`config.mk`:
```
export PLATFORM = sky130hd
export DESIGN_NAME = uart_rx
export DESIGN_NICKNAME = d
export VERILOG_FILES = /design/src/rtl/uart_rx.sv
export SDC_FILE = /design/constraint.sdc
export NUM_CORES = 1
export LEC_CHECK = 0
export CELL_PAD_IN_SITES_DETAIL_PLACEMENT = 0
export CELL_PAD_IN_SITES_GLOBAL_PLACEMENT = 2
export CORE_MARGIN = 5
export CORE_UTILIZATION = 32
export CTS_CLUSTER_DIAMETER = 80
export DETAILED_ROUTE_END_ITERATION = 10
export GPL_ROUTABILITY_DRIVEN = 1
export PLACE_DENSITY_LB_ADDON = 0.1
export SYNTH_ARGS = -nofsm -noshare
export SYNTH_HDL_FRONTEND = slang
export SYNTH_SLANG_ARGS = --single-unit
export TNS_END_PERCENT = 5
```
`constraint.sdc`:
```
create_clock -name CLK -period 2.8 [get_ports CLK]
set_clock_uncertainty 0.1 [all_clocks]
set_input_delay 0.28 -clock CLK [delete_from_list [all_inputs] [get_ports CLK]]
set_output_delay 0.28 -clock CLK [all_outputs]
set_load 0.01 [all_outputs]
```
`src/rtl/uart_rx.sv`:
```
// uart_rx: oversampling UART receiver with 3-sample majority voting,
// optional even/odd parity and stop-bit checking.
module uart_rx #(
  parameter int DATA_WIDTH     = 8,
  parameter int PRESCALE_WIDTH = 6
) (
  input  logic                      CLK,
  input  logic                      RST,
  input  logic                      RX_IN,
  input  logic [PRESCALE_WIDTH-1:0] Prescale,
  input  logic                      PAR_EN,
  input  logic                      PAR_TYP,
  output logic [DATA_WIDTH-1:0]     P_DATA,
  output logic                      data_valid,
  output logic                      parity_error,
  output logic                      stop_error
);
  localparam int BW = $clog2(DATA_WIDTH + 1);
  typedef enum logic [2:0] {IDLE, START, DATA, PARITY, STOP} state_t;
  state_t state;
  logic sync1, line, par_en_q, par_typ_q, par_err;
  logic [PRESCALE_WIDTH-1:0] p_q, edge_cnt, half;
  logic [BW-1:0] bit_cnt;
  logic [2:0] smp;
  logic [DATA_WIDTH-1:0] shreg;
  logic legal, wrap, decide, samp_pt, bit_val;
  assign legal = Prescale == PRESCALE_WIDTH'(8) || Prescale == PRESCALE_WIDTH'(16) ||
                 Prescale == PRESCALE_WIDTH'(32);
  assign half = p_q >> 1;
  assign wrap = edge_cnt == p_q - PRESCALE_WIDTH'(1);
  assign decide = edge_cnt == half + PRESCALE_WIDTH'(2);
  assign samp_pt = edge_cnt == half - PRESCALE_WIDTH'(1) || edge_cnt == half ||
                   edge_cnt == half + PRESCALE_WIDTH'(1);
  assign bit_val = (smp[0] & smp[1]) | (smp[0] & smp[2]) | (smp[1] & smp[2]);
  always_ff @(posedge CLK or negedge RST)
    if (!RST) begin
      sync1 <= 1'b1;
      line  <= 1'b1;
    end else begin
      sync1 <= RX_IN;
      line  <= sync1;
    end
  always_ff @(posedge CLK or negedge RST)
    if (!RST) begin
      state        <= IDLE;
      edge_cnt     <= '0;
      bit_cnt      <= '0;
      smp          <= '0;
      shreg        <= '0;
      p_q          <= PRESCALE_WIDTH'(16);
      par_en_q     <= 1'b0;
      par_typ_q    <= 1'b0;
      par_err      <= 1'b0;
      P_DATA       <= '0;
      data_valid   <= 1'b0;
      parity_error <= 1'b0;
      stop_error   <= 1'b0;
    end else begin
      data_valid   <= 1'b0;
      parity_error <= 1'b0;
      stop_error   <= 1'b0;
      edge_cnt     <= wrap ? '0 : edge_cnt + PRESCALE_WIDTH'(1);
      if (samp_pt) smp <= {smp[1:0], line};
      case (state)
        IDLE: begin
          edge_cnt  <= '0;
          bit_cnt   <= '0;
          par_err   <= 1'b0;
          p_q       <= legal ? Prescale : PRESCALE_WIDTH'(16);
          par_en_q  <= PAR_EN;
          par_typ_q <= PAR_TYP;
          if (!line) state <= START;
        end
        START: begin
          if (decide && bit_val) state <= IDLE;
          else if (wrap) state <= DATA;
        end
        DATA: begin
          if (decide) shreg <= DATA_WIDTH'({bit_val, shreg} >> 1);
          if (wrap) begin
            bit_cnt <= bit_cnt + BW'(1);
            if (bit_cnt == BW'(DATA_WIDTH - 1)) state <= par_en_q ? PARITY : STOP;
          end
        end
        PARITY: begin
          if (decide) par_err <= bit_val != (^shreg ^ par_typ_q);
          if (wrap) state <= STOP;
        end
        STOP: begin
          // leave at the decision point so a back-to-back start bit is not missed
          if (decide) begin
            state        <= IDLE;
            data_valid   <= bit_val && !par_err;
            parity_error <= par_err;
            stop_error   <= !bit_val;
            if (bit_val && !par_err) P_DATA <= shreg;
          end
        end
        default: state <= IDLE;
      endcase
    end
endmodule

```
== After elaboration in Yosys (flattened, before gate mapping) ==
Cells that the tools add are included.
W data, S select, Z words.

* Register bits after elaboration: 46
* Output and inout port bits: 11
* Logic and storage cells: 87
* Input port bits: 11

* Muxes and demuxes: 22
* Add/sub/neg operators: 6
* Reduce and logical (&&, ||, !) cells: 17
* Equal/unequal tests: 21
* Bitwise logic cells: 6

{| class="wikitable"
|+ Operators with widths
! cell !! count
|-
| $eq A6 B6 Y1 || 4
|-
| $mux W3 || 8
|-
| $mux W6 || 3
|-
| $pmux W3 S5 || 1
|-
| $ne A2 B2 Y1 const B || 6
|-
| $pmux W4 S2 || 1
|-
| $reduce_xor A8 Y1 || 1
|-
| $mux W1 || 7
|-
| $add A5 B1 Y6 const B || 1
|-
| $add A5 B2 Y6 const B || 1
|-
| $add A6 B1 Y6 const B || 1
|-
| $eq A3 B2 Y1 const B || 2
|-
| $eq A6 B4 Y1 const B || 1
|-
| $eq A6 B5 Y1 || 1
|-
| $eq A6 B5 Y1 const B || 1
|-
| $eq A6 B6 Y1 const B || 1
|-
| $reduce_and A2 Y1 || 3
|-
| $reduce_and A6 Y1 || 1
|-
| $sub A5 B1 Y6 const B || 1
|-
| $sub A6 B1 Y6 const B || 1
|-
| $add A4 B1 Y4 const B || 1
|-
| $eq A4 B3 Y1 const B || 1
|-
| $logic_or A1 B1 Y1 || 4
|-
| $mux W4 || 1
|-
| other kinds (13) || 19
|}

== Depth between registers and ports, before layout ==
* Word-level depth: 6
* Depth in mapped cells: 10
* Gate-level depth less buffers: 8

== Worst setup path after synthesis ==
No wires, ideal clock.

* Kind: register to register
* Start: register p_q[2]
* End: register P_DATA[0]
* Required time: 2.575 ns
* Setup slack: 0.417 ns
* Clock period less this slack: 2.383 ns
* Path buffers: 0
* Arrival time: 2.159 ns
* Library setup time: 0.125 ns
* Cell stages (with the launch flop): 8
* Path through: dfrtp_1 ha_1 and3b_1 nor3_1 a211oi_1 o21ai_2 nor4_4 mux2_2

* Longest elaborated chain between the ends: 3

{| class="wikitable"
|+ RTL lines
! what !! line !! text
|-
| start: declaration || 22 || <nowiki>logic [PRESCALE_WIDTH-1:0] p_q, edge_cnt, half;</nowiki>
|-
| start signal: assignment || 69 || <nowiki>p_q <= legal ? Prescale : PRESCALE_WIDTH'(16);</nowiki>
|-
| $add A5 B2 Y6 || 31 || <nowiki>assign decide = edge_cnt == half + PRESCALE_WIDTH'(2);</nowiki>
|-
| $eq A6 B6 Y1 || 31 ||
|-
| $reduce_and A3 Y1 (no source line) || -- ||
|-
| end signal: assignment || 96 || <nowiki>if (bit_val && !par_err) P_DATA <= shreg;</nowiki>
|-
| end: declaration || 13 || <nowiki>output logic [DATA_WIDTH-1:0] P_DATA,</nowiki>
|}

No other way between the ends.
A chain may end at the register's enable or synchronous reset.

== Worst setup path after layout ==
* Start: register p_q[2]
* End: register P_DATA[1]

Same word-level chain as after synthesis.

==> out/metrics.cfg <==
[clocking]
cts-root-buf = clkbuf_8
clock_tree.buffer_depth = 2
cts_resized = 0
cts_tree = built
cts_buffers = 5
clock_sinks = 46
insertion_delay_ns = 0.31
clk_pin_slew_ns = 0.09
htreeDepth = 2

[detailed_routing]
drt_iter0_markers = 32
first_pass_iters = 4
wl_mm = 5.72
vias = 1901
drc_errors = 0
post_drt_wl_per_cell_um = 14.7
ant_nets = 0
vias_per_cell = 4.87

[die]
core_area_um2 = 8090
io_pins = 22
start_util_pct = 32.4
fp.dieW_um = 101
die_area_um2 = 10100
die_y_um = 101
rows = 33

[placed_design]
place_inst = 381
gp_congestion = 0.787
io_buffers = 21
hpwl_mm = 4.32

[timing]
hold_viol = 0
slew_headroom_pct = 60.1
period_share_pct = 89.0
rsz0062_at_grt = no
setup_tns_ns = 0
worst_pin_slew_ns = 0.593
fmax_mhz = 401
fin_crit_ns = 2.49
setup-violations-final = 0
drv_slew = 0

[yosys]
synth_edf_count = 0
ys_types = 50
yosysSeqAreaShare_pct = 44.0
synth_flop_cell = dfrtp_1
postSynthNetCount = 273
synthesis.area_um2 = 2620
async_flop_share_pct = 100
netlist_instances = 253
ys_ff_latch = 46
avgSynthCellArea_um2 = 10.4
yosysWarnings = 0

[power]
p_leak_nw = 1.34
vdd_ir_drop_max_mv = 0.261
powerDensity_nw_per_um2 = 700

[grt]
antenna_found_initial = 0
gr-total-overflow = 0
grt_pass1_wl_mm = 9.45
grt_max_degree = 20
grt_pass1_vias = 1855
grtUsageTotal_pct = 12.0

[worst_setup_path]
crit_path_start_kind = flop
r2r_start = p_q[2]
crit_start = p_q[2]
path_class = reg -> reg
ff2ff_setup_slack_ns = 0.31
cp-end-kind = flop
critical_path_required_ns = 2.90
r2r-end = P_DATA[1]
path_max_fanout = 9
cp_data_arrival_time_ns = 2.59
r2r_cells = 8

[final_layout]
final_nets = 304
diodes = 0
drive_gt1_share_pct = 18.9
finalNonFillerCells = 390
area_delta_synth_final_pct = 18.4

[run]
maxCapViolCount = 0

[min_path]
min-delay-start = sync1
holdPathStages = 0
hold_path_class = reg -> reg
hold_end = line

[outcome]
status = finished, final reports clean

==> per-layer routing <==
metal  GRT usage, %  vias to the layer above  wire, um
met2           20.3                       20      2830
met5              0                        -         0
met4           4.56                        0       116
met3           2.42                        9       117
li1               -                      945         -
met1           15.2                      927      2660
==> critical path, cell delays in order, from the launching register on <==
cell and delay, ns:
dfrtp_1 0.46, ha_1 0.33, and3b_1 0.20, nor3_1 0.05, a211oi_1 0.27, o21ai_2 0.20, nor4_4 0.23, buf_4 0.21
mux2_2 0.34
==> final cells by class <==
cell class              instances  area (um^2)
fillers                       846         4990
multi-input cells             187         1360
inverters                       9         33.8
well taps                     105          131
clock inverters                 3         28.8
repair buffers                 35          325
flip-flops and latches         46         1150
clock buffers                   5         68.8
==> kinds of logic after synthesis <==
logic type	count (synthesis)	share of synthesized area [%]
buffers and inverters	20	4.05
DFF	46	44.0
muxes	23	9.78
adders and majority gates	9	4.29
and+or+nand+nor	82	16.1
AOI/OAI and AO/OA	39	10.4
xor gates and xnor gates	34	11.4
==> through the flow <==
step / power, mW / cell area (um^2) / worst slack [ns] / hold slack [ns] / util, %
2_1_floorplan: 1.53 / 2620 / 0.417 / -0.116 / -
3_3_place_gp: 1.77 / 3000 / 0.305 / 0.139 / 37.0
3_5_place_dp: 1.75 / 3000 / 0.274 / 0.143 / 37.0
4_1_cts: 2.21 / 3100 / 0.274 / 0.266 / 38.4
5_1_grt: 2.33 / 3100 / 0.0472 / 0.271 / 38.4
6_report: 2.17 / 3100 / 0.307 / 0.263 / 38.4
==> timing repair <==
item                      4_1_cts  5_1_grt
hold buffers                    1        0
buffers inserted                0        0
hold endpoints to repair       16        0
==> how the worst max path moves through the flow <==
stage	endpoint	cells past startpoint	slack, ns
2_1_floorplan	P_DATA[0]	7	0.42
3_3_place_gp	P_DATA[5]	9	0.31
3_5_place_dp	P_DATA[6]	8	0.27
4_1_cts	P_DATA[1]	8	0.27
5_1_grt	P_DATA[2]	9	0.05
6_report	P_DATA[1]	8	0.31
==> cells in the final DEF, fill, tap and decap left out, drive strengths merged, types with 7 or more instances in the layout <==
master	n
o21ai	9
xor2	10
ha	9
mux2	21
buf	14
inv	11
nand2	11
a21oi	7
dfrtp	43
nand2b	8
clkdlybuf4s50	20
xnor2	24
nand3	9
nor3	9
nor2	28
==> Yosys cell counts (2+ instances only) <==
| master | number | area share [%] |
|---|---|---|
| nor2_1 | 28 | 4.0 |
| and3_1 | 4 | 0.95 |
| a21oi_1 | 7 | 1.3 |
| nor3_1 | 8 | 1.5 |
| xor2_1 | 10 | 3.3 |
| a21o_1 | 2 | 0.57 |
| a211oi_1 | 2 | 0.57 |
| nand2b_1 | 8 | 1.9 |
| or2_2 | 2 | 0.48 |
| nand2_1 | 11 | 1.6 |
| o21ai_0 | 7 | 1.3 |
| mux2_2 | 21 | 9.0 |
| dfstp_2 | 3 | 3.0 |
| buf_6 | 2 | 0.86 |
| ha_1 | 9 | 4.3 |
| nor3b_1 | 2 | 0.57 |
| o32ai_1 | 2 | 0.67 |
| o31ai_1 | 2 | 0.57 |
| xnor2_1 | 24 | 8.0 |
| nor4_1 | 3 | 0.72 |
| mux2i_1 | 2 | 0.76 |
| inv_1 | 9 | 1.3 |
| clkbuf_1 | 5 | 0.72 |
| a31oi_1 | 2 | 0.48 |
| o221ai_1 | 3 | 1.0 |
| dfrtp_1 | 43 | 41 |
| nand3_1 | 9 | 1.7 |
==> state kept, by name, indices dropped and copies added (netlist names) <==
| name | flops |
|---|---|
| data_valid | 1 |
| sync1 | 1 |
| par_err | 1 |
| edge_cnt | 6 |
| par_typ_q | 1 |
| stop_error | 1 |
| shreg | 8 |
| p_q | 6 |
| smp | 3 |
| line | 1 |
| bit_cnt | 4 |
| par_en_q | 1 |
| state | 3 |
| P_DATA | 8 |
| parity_error | 1 |
==> power by group <==
part | internal (mW) | leakage [nW] | switching [mW] | total (mW)
Clock | 0.187 | 0.0506 | 0.258 | 0.445
Sequential | 0.768 | 0.606 | 0.183 | 0.951
Combinational | 0.377 | 0.682 | 0.401 | 0.778
Total | 1.33 | 1.34 | 0.842 | 2.17
Power figures use the tool's default switching activity.
